[config.mk]
export PLATFORM = sky130hd
export DESIGN_NAME = vga_pattern_gen_module_flat
export DESIGN_NICKNAME = d
export VERILOG_FILES = /design/src/rtl/vga_pattern_pkg.sv /design/src/rtl/vga_pattern_if.sv /design/src/rtl/vga_bounce_axis.sv /design/src/rtl/vga_pattern_gen_module.sv /design/src/flat_wrapper.sv
export SDC_FILE = /design/constraint.sdc
export NUM_CORES = 1
export LEC_CHECK = 0
export ABC_CLOCK_PERIOD_IN_PS = 9300
export BUFFER_PORTS_ARGS = -buffer_cell sky130_fd_sc_hd__buf_2
export CAP_MARGIN = 20
export CORE_ASPECT_RATIO = 0.8
export CORE_MARGIN = 3
export CORE_UTILIZATION = 35
export DETAILED_ROUTE_END_ITERATION = 10
export MAX_ROUTING_LAYER = met4
export PLACE_DENSITY = 0.55
export SETUP_SLACK_MARGIN = 0.2
export SLEW_MARGIN = 20
export SYNTH_ARGS = -nofsm -noshare
export SYNTH_HDL_FRONTEND = slang
export SYNTH_HIERARCHICAL = 1
export SYNTH_SLANG_ARGS = --single-unit
[constraint.sdc]
create_clock -name vga_clk -period 9.3 [get_ports vga_clk]
set_input_delay 0 -clock vga_clk [delete_from_list [all_inputs] [get_ports vga_clk]]
set_output_delay 0 -clock vga_clk [all_outputs]
set_load 0.1 [all_outputs]
[src/rtl/vga_pattern_pkg.sv]
// Shared definitions for the VGA test-pattern stage: geometry, mode encodings
// and the colour palette used by the pattern mux.
package vga_pattern_pkg;

    localparam int H_ACTIVE   = 1920;
    localparam int V_ACTIVE   = 1080;
    localparam int BAR_W      = 240;
    localparam int CHK_SHIFT  = 6;
    localparam int GRID_SHIFT = 7;
    localparam int BOX_SIZE   = 64;
    localparam int BOX_STEP   = 4;

    typedef enum logic [1:0] {
        MODE_BARS    = 2'd0,
        MODE_CHECKER = 2'd1,
        MODE_GRID    = 2'd2,
        MODE_BOX     = 2'd3
    } mode_e;

    localparam logic [23:0] RGB_WHITE   = 24'hFFFFFF;
    localparam logic [23:0] RGB_YELLOW  = 24'hFFFF00;
    localparam logic [23:0] RGB_CYAN    = 24'h00FFFF;
    localparam logic [23:0] RGB_GREEN   = 24'h00FF00;
    localparam logic [23:0] RGB_MAGENTA = 24'hFF00FF;
    localparam logic [23:0] RGB_RED     = 24'hFF0000;
    localparam logic [23:0] RGB_BLUE    = 24'h0000FF;
    localparam logic [23:0] RGB_BLACK   = 24'h000000;
    localparam logic [23:0] RGB_GRID_BG = 24'h000040;
    localparam logic [23:0] RGB_BOX_BG  = 24'h404040;

    function automatic logic [23:0] bar_colour(input logic [2:0] idx);
        logic [23:0] c;
        case (idx)
            3'd0:    c = RGB_WHITE;
            3'd1:    c = RGB_YELLOW;
            3'd2:    c = RGB_CYAN;
            3'd3:    c = RGB_GREEN;
            3'd4:    c = RGB_MAGENTA;
            3'd5:    c = RGB_RED;
            3'd6:    c = RGB_BLUE;
            default: c = RGB_BLACK;
        endcase
        return c;
    endfunction

endpackage

[src/rtl/vga_pattern_if.sv]
// Upstream timing bundle from the sync generator: active flag, syncs and pixel address.
interface vga_pattern_if;
    logic        Ready_Sig;
    logic        HSYNC_Sig;
    logic        VSYNC_Sig;
    logic [10:0] Column_Addr_Sig;
    logic [10:0] Row_Addr_Sig;

    modport master (output Ready_Sig, HSYNC_Sig, VSYNC_Sig, Column_Addr_Sig, Row_Addr_Sig);
    modport slave  (input  Ready_Sig, HSYNC_Sig, VSYNC_Sig, Column_Addr_Sig, Row_Addr_Sig);
endinterface

[src/rtl/vga_bounce_axis.sv]
// One axis of the bouncing box: moves STEP px per enabled frame and reverses
// direction, clamped to the edge, when it would leave [0, LIMIT-SIZE].
module vga_bounce_axis #(
    parameter int LIMIT = 1920,
    parameter int SIZE  = 64,
    parameter int STEP  = 4
) (
    input  logic        vga_clk,
    input  logic        rst_n,
    input  logic        step_en,
    output logic [10:0] pos
);

    localparam logic [11:0] POS_MAX = 12'(LIMIT - SIZE);
    localparam logic [11:0] STEP_W  = 12'(STEP);

    logic [10:0] pos_q, pos_d;
    logic        dir_neg_q, dir_neg_d;
    logic [11:0] pos_w, pos_up_s;

    assign pos_w    = {1'b0, pos_q};
    assign pos_up_s = pos_w + STEP_W;

    // Next position and direction for this frame step
    always_comb begin
        pos_d     = pos_q;
        dir_neg_d = dir_neg_q;
        if (!step_en) begin
            pos_d = pos_q;
        end else if (!dir_neg_q) begin
            if (pos_up_s > POS_MAX) begin
                pos_d     = POS_MAX[10:0];
                dir_neg_d = 1'b1;
            end else begin
                pos_d = pos_up_s[10:0];
            end
        end else begin
            if (pos_w < STEP_W) begin
                pos_d     = 11'd0;
                dir_neg_d = 1'b0;
            end else begin
                pos_d = 11'(pos_w - STEP_W);
            end
        end
    end

    // Position and direction state
    always_ff @(posedge vga_clk or negedge rst_n) begin
        if (!rst_n) begin
            pos_q     <= 11'd0;
            dir_neg_q <= 1'b0;
        end else begin
            pos_q     <= pos_d;
            dir_neg_q <= dir_neg_d;
        end
    end

    assign pos = pos_q;

endmodule

[src/rtl/vga_pattern_gen_module.sv]
// Pixel stage behind the 1080p sync generator: two-stage pipeline producing
// registered RGB for four test patterns, with syncs/DE delayed to match.
module vga_pattern_gen_module
    import vga_pattern_pkg::*;
(
    input  logic         vga_clk,
    input  logic         rst_n,
    input  logic         mode_next_i,
    vga_pattern_if.slave tmg,
    output logic [7:0]   VGA_RED,
    output logic [7:0]   VGA_GREEN,
    output logic [7:0]   VGA_BLUE,
    output logic         VGA_HSYNC,
    output logic         VGA_VSYNC,
    output logic         VGA_DE,
    output logic [1:0]   mode_o
);

    logic        ready_q, ready_d, hs_q, hs_d, vs_q, vs_d;
    logic [10:0] col_q, col_d, row_q, row_d;
    logic        vs_prev_q, vs_prev_d, pending_q, pending_d;
    mode_e       mode_q, mode_d;
    logic [23:0] rgb_q, rgb_d;
    logic        hs_out_q, hs_out_d, vs_out_q, vs_out_d, de_q, de_d;

    logic        vs_fall_s, box_step_s, in_box_s, on_grid_s;
    logic [10:0] box_x_s, box_y_s;
    logic [11:0] col_w, row_w, bx_w, by_w;
    logic [2:0]  bar_idx_s;

    assign vs_fall_s  = vs_prev_q & ~tmg.VSYNC_Sig;
    // Box moves on the pre-change mode so the frame that leaves BOX still steps it
    assign box_step_s = vs_fall_s & (mode_q == MODE_BOX);

    vga_bounce_axis #(.LIMIT(H_ACTIVE), .SIZE(BOX_SIZE), .STEP(BOX_STEP)) u_axis_x (
        .vga_clk(vga_clk), .rst_n(rst_n), .step_en(box_step_s), .pos(box_x_s)
    );

    vga_bounce_axis #(.LIMIT(V_ACTIVE), .SIZE(BOX_SIZE), .STEP(BOX_STEP)) u_axis_y (
        .vga_clk(vga_clk), .rst_n(rst_n), .step_en(box_step_s), .pos(box_y_s)
    );

    // Input capture and frame-boundary mode stepping
    always_comb begin
        ready_d   = tmg.Ready_Sig;
        hs_d      = tmg.HSYNC_Sig;
        vs_d      = tmg.VSYNC_Sig;
        col_d     = tmg.Column_Addr_Sig;
        row_d     = tmg.Row_Addr_Sig;
        vs_prev_d = tmg.VSYNC_Sig;
        mode_d    = mode_q;
        pending_d = pending_q;
        if (vs_fall_s) begin
            mode_d    = mode_e'(mode_q + {1'b0, pending_q | mode_next_i});
            pending_d = 1'b0;
        end else begin
            pending_d = pending_q | mode_next_i;
        end
    end

    assign col_w = {1'b0, col_q};
    assign row_w = {1'b0, row_q};
    assign bx_w  = {1'b0, box_x_s};
    assign by_w  = {1'b0, box_y_s};

    // Pattern mux on stage-1 data
    always_comb begin
        bar_idx_s = 3'd0;
        for (int k = 1; k < 8; k++) begin
            bar_idx_s = bar_idx_s + ((col_w >= 12'(k * BAR_W)) ? 3'd1 : 3'd0);
        end
        in_box_s  = (col_w >= bx_w) && (col_w < bx_w + 12'(BOX_SIZE)) &&
                    (row_w >= by_w) && (row_w < by_w + 12'(BOX_SIZE));
        on_grid_s = (col_q[GRID_SHIFT-1:0] == {GRID_SHIFT{1'b0}}) ||
                    (row_q[GRID_SHIFT-1:0] == {GRID_SHIFT{1'b0}}) ||
                    (col_q == 11'(H_ACTIVE - 1)) || (row_q == 11'(V_ACTIVE - 1));
        rgb_d     = RGB_BLACK;
        if (!ready_q) begin
            rgb_d = RGB_BLACK;
        end else begin
            case (mode_q)
                MODE_BARS:    rgb_d = bar_colour(bar_idx_s);
                MODE_CHECKER: rgb_d = (col_q[CHK_SHIFT] ^ row_q[CHK_SHIFT]) ? RGB_WHITE : RGB_BLACK;
                MODE_GRID:    rgb_d = on_grid_s ? RGB_WHITE : RGB_GRID_BG;
                MODE_BOX:     rgb_d = in_box_s ? RGB_RED : RGB_BOX_BG;
                default:      rgb_d = RGB_BLACK;
            endcase
        end
        hs_out_d = hs_q;
        vs_out_d = vs_q;
        de_d     = ready_q;
    end

    // Pipeline, mode and pending-request state
    always_ff @(posedge vga_clk or negedge rst_n) begin
        if (!rst_n) begin
            ready_q   <= 1'b0;
            hs_q      <= 1'b1;
            vs_q      <= 1'b1;
            col_q     <= 11'd0;
            row_q     <= 11'd0;
            vs_prev_q <= 1'b0;
            mode_q    <= MODE_BARS;
            pending_q <= 1'b0;
            rgb_q     <= 24'd0;
            hs_out_q  <= 1'b1;
            vs_out_q  <= 1'b1;
            de_q      <= 1'b0;
        end else begin
            ready_q   <= ready_d;
            hs_q      <= hs_d;
            vs_q      <= vs_d;
            col_q     <= col_d;
            row_q     <= row_d;
            vs_prev_q <= vs_prev_d;
            mode_q    <= mode_d;
            pending_q <= pending_d;
            rgb_q     <= rgb_d;
            hs_out_q  <= hs_out_d;
            vs_out_q  <= vs_out_d;
            de_q      <= de_d;
        end
    end

    assign VGA_RED   = rgb_q[23:16];
    assign VGA_GREEN = rgb_q[15:8];
    assign VGA_BLUE  = rgb_q[7:0];
    assign VGA_HSYNC = hs_out_q;
    assign VGA_VSYNC = vs_out_q;
    assign VGA_DE    = de_q;
    assign mode_o    = mode_q;

endmodule

[src/flat_wrapper.sv]
// flat-port wrapper written by rule: the top's interface ports become plain ports
module vga_pattern_gen_module_flat import vga_pattern_pkg::*;
  (vga_clk, rst_n, mode_next_i, VGA_RED, VGA_GREEN, VGA_BLUE, VGA_HSYNC, VGA_VSYNC, VGA_DE, mode_o, tmg_Ready_Sig, tmg_HSYNC_Sig, tmg_VSYNC_Sig, tmg_Column_Addr_Sig, tmg_Row_Addr_Sig);
  vga_pattern_if tmg_i ();
  input  logic vga_clk;
  input  logic rst_n;
  input  logic mode_next_i;
  output logic [7:0] VGA_RED;
  output logic [7:0] VGA_GREEN;
  output logic [7:0] VGA_BLUE;
  output logic VGA_HSYNC;
  output logic VGA_VSYNC;
  output logic VGA_DE;
  output logic [1:0] mode_o;
  input wire logic [$bits(tmg_i.Ready_Sig)-1:0] tmg_Ready_Sig;
  input wire logic [$bits(tmg_i.HSYNC_Sig)-1:0] tmg_HSYNC_Sig;
  input wire logic [$bits(tmg_i.VSYNC_Sig)-1:0] tmg_VSYNC_Sig;
  input wire logic [$bits(tmg_i.Column_Addr_Sig)-1:0] tmg_Column_Addr_Sig;
  input wire logic [$bits(tmg_i.Row_Addr_Sig)-1:0] tmg_Row_Addr_Sig;
  assign tmg_i.Ready_Sig = tmg_Ready_Sig;
  assign tmg_i.HSYNC_Sig = tmg_HSYNC_Sig;
  assign tmg_i.VSYNC_Sig = tmg_VSYNC_Sig;
  assign tmg_i.Column_Addr_Sig = tmg_Column_Addr_Sig;
  assign tmg_i.Row_Addr_Sig = tmg_Row_Addr_Sig;
  vga_pattern_gen_module u_core (.vga_clk(vga_clk), .rst_n(rst_n), .mode_next_i(mode_next_i), .tmg(tmg_i), .VGA_RED(VGA_RED), .VGA_GREEN(VGA_GREEN), .VGA_BLUE(VGA_BLUE), .VGA_HSYNC(VGA_HSYNC), .VGA_VSYNC(VGA_VSYNC), .VGA_DE(VGA_DE), .mode_o(mode_o));
endmodule
[After elaboration in Yosys (flattened, before gate mapping)]
Index checks and enable logic that the tools add are counted.
Word-level totals
  output and inout port bits: 29
  input bits: 28
  flip-flop bits (word level): 80
Cells by class
  add/subtract/negate cells: 13
  bitwise gates (word level): 5
  order comparisons: 15
  equality and inequality tests: 11
  multiplexer cells: 26
  reductions and logical operators: 10
Operators by type and width (count)
  one-hot mux 24 bit (7 select lines): 1
  2-to-1 mux 24 bit: 4
  one-hot mux 24 bit (4 select lines): 1
  2-to-1 mux 11 bit: 6
  >= comparator 11 bit, second input constant: 3
  adder 11 x 3 -> 12 bit, second input constant: 2
  adder 11 x 7 -> 12 bit, second input constant: 2
  < comparator 11 x 12 -> 1 bit: 2
  == test 11 bit, second input constant: 2
  >= comparator 11 x 10 -> 1 bit, second input constant: 2
  >= comparator 11 bit: 2
  < comparator 11 x 3 -> 1 bit, second input constant: 2
  subtractor 11 x 3 -> 11 bit, second input constant: 2
  adder 3 bit: 6
  zero test 7 bit: 2
  2-to-1 mux 1 bit: 14
  > comparator 12 x 10 -> 1 bit, second input constant: 1
  > comparator 12 x 11 -> 1 bit, second input constant: 1
  >= comparator 11 x 8 -> 1 bit, second input constant: 1
  >= comparator 11 x 9 -> 1 bit, second input constant: 1
  == test 3 bit, second input constant: 3
  == test 3 x 2 -> 1 bit, second input constant: 2
  == test 2 bit, second input constant: 2
  == test 3 x 1 -> 1 bit, second input constant: 1
  10 further kinds: 15

[Depth between registers and ports, before layout]
  depth in word-level cells: 12
  mapped depth: 11
  gate-level depth less buffers: 10

[By module]
The synthesis kept the hierarchy.
By module, submodules not included
  vga_pattern_gen_module: cells each 254, times used 1, area an instance 2544.9 µm², sequential area each 955.9 µm²
  vga_bounce_axis (u_core.u_axis_x): cells each 132, times used 1, area an instance 1038.5 µm², sequential area each 250.2 µm²
  vga_bounce_axis (u_core.u_axis_y): cells each 117, times used 1, area an instance 943.4 µm², sequential area each 250.2 µm²

[Least setup slack after synthesis]
OpenSTA, ideal clock, no wires.
  path kind: register to register
  from: register u_core.col_q[6]
  to: register u_core.rgb_q[21]
  buffers on the path: 1
  clock period less this slack: 3351 ps
  library setup time: 138 ps
  arrival time: 3213 ps
  slack: 5949 ps
  cell stages (with the launch flop): 12
  cells stage by stage: dfrtp_1 -> clkbuf_1 -> and3_1 -> a211oi_1 -> fa_1 -> fa_1 -> inv_1 -> fa_1 -> fa_1 -> nand2_1 -> nand2_1 -> o22ai_1
On the way
  word-level cells in the longest chain between the ends: 12
RTL lines
  start: declaration: line vga_pattern_gen_module.sv:20  | logic [10:0] col_q, col_d, row_q, row_d;
  start signal: assignment: line vga_pattern_gen_module.sv:113  | col_q <= col_d;
  >= comparator 11 x 8 -> 1 bit / >= comparator 11 x 9 -> 1 bit (equally long branches): line vga_pattern_gen_module.sv:70  | bar_idx_s = bar_idx_s + ((col_w >= 12'(k * BAR_W)) ? 3'd1 : 3'd0);
  2-to-1 mux 1 bit: line vga_pattern_gen_module.sv:70
  adder 3 bit (6 in a row): line vga_pattern_gen_module.sv:70
  == test 3 bit (tied with other cells): line vga_pattern_pkg.sv:33  | case (idx)
  one-hot mux 24 bit (7 select lines): line vga_pattern_pkg.sv:33
  one-hot mux 24 bit (4 select lines) (*): line vga_pattern_gen_module.sv:81  | case (mode_q)
  2-to-1 mux 24 bit (*): line vga_pattern_gen_module.sv:78  | if (!ready_q) begin
  end signal: assignment: line vga_pattern_gen_module.sv:118  | rgb_q <= rgb_d;
  end: declaration: line vga_pattern_gen_module.sv:23  | logic [23:0] rgb_q, rgb_d;
Mark *: on every way between the ends. The rest lies on a longest branch, timed or not.
A chain may end at the register's enable or synchronous reset.

[Final worst setup path]
Same ends and word-level chain as after synthesis.

==> results.py <==
metrics = {
    "timing": {
        "min_period_ns": 3.43,
        "clock-skew-final_ns": 0.00759,
        "fin_ws_ns": 5.87,
        "rsz0062_at_grt": "no",
        "fin_tns_setup_ns": 0,
        "setup_viol": 0,
        "min_period_over_period_pct": 36.9,
        "report.final.slew_viol_count": 0,
        "slew_headroom_pct": 50.0,
        "hold_violations": 0,
        "fmax_mhz": 292,
        "whs_ns": 0.309,
        "tightest_slew_ns": 0.750,
    },
    "clock_tree": {
        "cts.sinks": 58,
        "ctsHtreeMaxLevel": 3,
        "clk_latency_ns": 0.33,
        "cts_root_buf": "clkbuf_16",
        "post-cts-setup-buffers": 0,
        "path_clk_slew_ns": 0.05,
        "cts_buffers": 9,
        "ctsResizeCount": 0,
        "hold_buffers": 27,
        "cts_tree": "done",
        "clock_path_buffers": 2,
    },
    "placed_design": {
        "post-dp-hpwl_mm": 7.97,
        "place.gp.congestion": 0.886,
        "port_buffers": 56,
        "dpl-instance-area_sq_um": 4740,
        "pre_cts_ws_ns": 5.87,
        "dp.cells": 688,
    },
    "logic_synthesis": {
        "syn_inst": 503,
        "synth.avg_cell_area_sq_um": 9.00,
        "syn_area_sq_um": 4530,
        "synth-compound-area-share_pct": 19.5,
        "synth-edff-count": 0,
        "synth-main-ff-cell": "dfrtp_1",
        "yosysSeqAreaShare_pct": 32.2,
        "synth_top_area_share_pct": 29.9,
        "ys_seq_elements": 58,
        "synth_most_common_cell": "dfrtp_1",
        "synth_adder_area_share_pct": 13.1,
        "netlist_top_cells_count": "dfrtp_1 (54), nand2_1 (45), ha_1 (41)",
        "synth_top_family_by_area": "simple AND/OR/NAND/NOR gates",
        "synth.distinct_cells": 84,
        "synthMuxAreaShare_pct": 1.71,
        "synthTopCellsByArea": "dfrtp_1 (30%), ha_1 (11%), buf_4 (4.0%)",
        "synth_xor_area_share_pct": 2.32,
        "ys_async_sr_fraction_pct": 100,
        "synth_top_area_cell": "dfrtp_1",
        "synthSimpleGateAreaFrac_pct": 21.0,
        "synth-warning-count": 6,
    },
    "layout": {
        "fin_cells": 731,
        "stdcell_area_sq_um": 5360,
        "syn_to_final_growth_pct": 18.4,
        "drive_above_1_share_pct": 17.5,
        "nNetsFinal": 628,
        "multi_input_area_sq_um": 2630,
        "antenna_cells": 0,
        "fillers": 1227,
        "seq_area_sq_um": 1460,
    },
    "setup_path": {
        "end_kind": "flip-flop",
        "critical_path.cell_chain": "and4_1 > nor4_1 > fa_1 > fa_1 > inv_1 > fa_1 > fa_1 > nand2_1 > nand2_1 > o22ai_1",
        "path_class": "flip-flop to flip-flop",
        "arrival_ns": 3.62,
        "cp-start-kind": "flip-flop",
        "crit_family": "adder cells",
        "critPathBufInv": 1,
        "r2r_start": "u_core/col_q[6]",
        "cp_num_cells": 10,
        "critPathSlowestCell": "fa_1",
        "max_stage_delay_ns": 0.54,
        "crit_path_frequent_cell": "fa_1",
        "crit_end": "u_core/rgb_q[21]",
        "crit_path_max_fanout": 11,
        "worstReg2RegEnd": "u_core/rgb_q[21]",
        "reg2reg_depth": 10,
        "critPathLaunch": "u_core/col_q[6]",
        "required_ns": 9.49,
        "reg2reg_setup_slack_ns": 5.87,
    },
    "die": {
        "initial_core_util_pct": 36.5,
        "die_height_um": 108,
        "ios": 57,
        "fp-row-count": 36,
        "core_sq_um": 12400,
        "design.die.area_sq_um": 14300,
        "die_w_um": 133,
    },
    "pwr": {
        "p_leak_nw": 2.38,
        "power.internal_mw": 0.820,
        "comb_power_share_pct": 51.3,
        "peakVddDrop_uv": 234,
        "swShare_pct": 49.8,
        "clkPwrFrac_pct": 23.9,
        "switching_power_mw": 0.814,
        "p_seq_share_pct": 24.8,
        "power_density_nw_per_um2": 305,
    },
    "drt": {
        "drc": 0,
        "vias_per_cell": 5.37,
        "routed_wirelength_mm": 11.2,
        "drtIter0Drc": 270,
        "wl_per_cell_um": 15.4,
        "vias": 3925,
        "drt-pass1-iter-count": 5,
        "antenna_left": 0,
    },
    "job": {
        "maxCapViolCount": 0,
    },
    "global_route": {
        "track_usage_pct": 16.4,
        "grt_pass1_wl_mm": 18.4,
        "grt_pass1_vias": 3640,
        "grt_start_max_net_pins": 59,
        "grt-ovfl-total": 0,
        "grt_antenna_before_repair": 0,
    },
    "min_path": {
        "hold_class": "primary input to flip-flop",
        "hold_path_depth": 2,
    },
    "run_status": {
        "outcome": "complete, no violations",
    },
}
-- worst min-delay path by stage --
stage                                  startpoint                to
after floorplan                             rst_n     u_core/VGA_DE
after global placement              tmg_Ready_Sig       u_core/de_d
after detailed placement            tmg_HSYNC_Sig   u_core/hs_out_d
after CTS                 tmg_Column_Addr_Sig[10]  u_core/col_q[10]
after global routing       tmg_Column_Addr_Sig[4]   u_core/col_q[4]
final                         tmg_Row_Addr_Sig[7]   u_core/row_q[7]
-- state kept, by name (all words and copies together) (netlist names), 2 cells and up --
register	count
u_core/u_axis_y/pos	9
u_core/rgb_q	6
u_core/row_q	11
u_core/mode_o	2
u_core/col_q	11
u_core/u_axis_x/pos	9
-- metrics by stage --
stage                     power, mW  util [%]
after floorplan                1.13         -
after global placement         1.22      38.2
after detailed placement       1.24      38.2
after CTS                      1.65      43.3
after global routing           1.74      43.3
final                          1.63      43.3
-- placed cells by master (no fill, tap or decap), types with 5 or more instances in the layout --
cell / count
ha_1: 41
a31oi_1: 9
clkbuf_16: 9
o22ai_1: 6
a21o_1: 6
and3_1: 6
inv_1: 35
dfrtp_1: 54
nor4_1: 7
nand4_1: 9
nor2b_1: 6
dlygate4sd3_1: 27
o21ai_0: 21
nor3_1: 9
nor2_1: 30
nand3_1: 14
nand2_1: 45
nand2b_1: 5
a21oi_1: 25
o21ai_1: 5
xnor2_1: 10
buf_2: 56
-- routing by layer --
layer | GRT usage (%) | vias up | part of all wire (%)
met4 | 5.07 | 0 | 1.1
met2 | 23.1 | 119 | 42
met5 | - | - | 0
met1 | 23.0 | 1875 | 51
li1 | - | 1917 | -
met3 | 4.25 | 14 | 5.4
-- logic make-up after synthesis --
logic type | after synthesis
other cells | 2
fa+ha+maj | 45
mux | 7
buf+inv | 85
simple gates | 169
flops | 58
xor+xnor | 12
compound gates | 125
-- power by group through the flow --
stage / Clock, mW / Sequential (mW) / Combinational [mW]
floorplan: 0 / 0.461 / 0.665
global placement: 0 / 0.408 / 0.815
detailed placement: 0 / 0.410 / 0.827
CTS: 0.402 / 0.405 / 0.838
global route: 0.412 / 0.419 / 0.906
finish: 0.391 / 0.405 / 0.838
-- cell type report --
| class | instances | area share (%) |
|---|---|---|
| multi-input cells | 362 | 49.0 |
| flip-flops and latches | 58 | 27.2 |
| repair buffers | 85 | 10.6 |
| clock buffers | 11 | 4.72 |
| well taps | 171 | 3.99 |
| inverters | 39 | 2.73 |
| clock inverters | 5 | 1.87 |
-- worst register-to-register path, cell delays in order (launching register included) --
cell	delay (ns)
dfrtp_1	0.50
and4_1	0.27
nor4_1	0.30
fa_1	0.49
fa_1	0.54
inv_1	0.05
fa_1	0.43
fa_1	0.50
nand2_1	0.05
nand2_1	0.08
o22ai_1	0.09
Power figures use the tool's default switching activity.
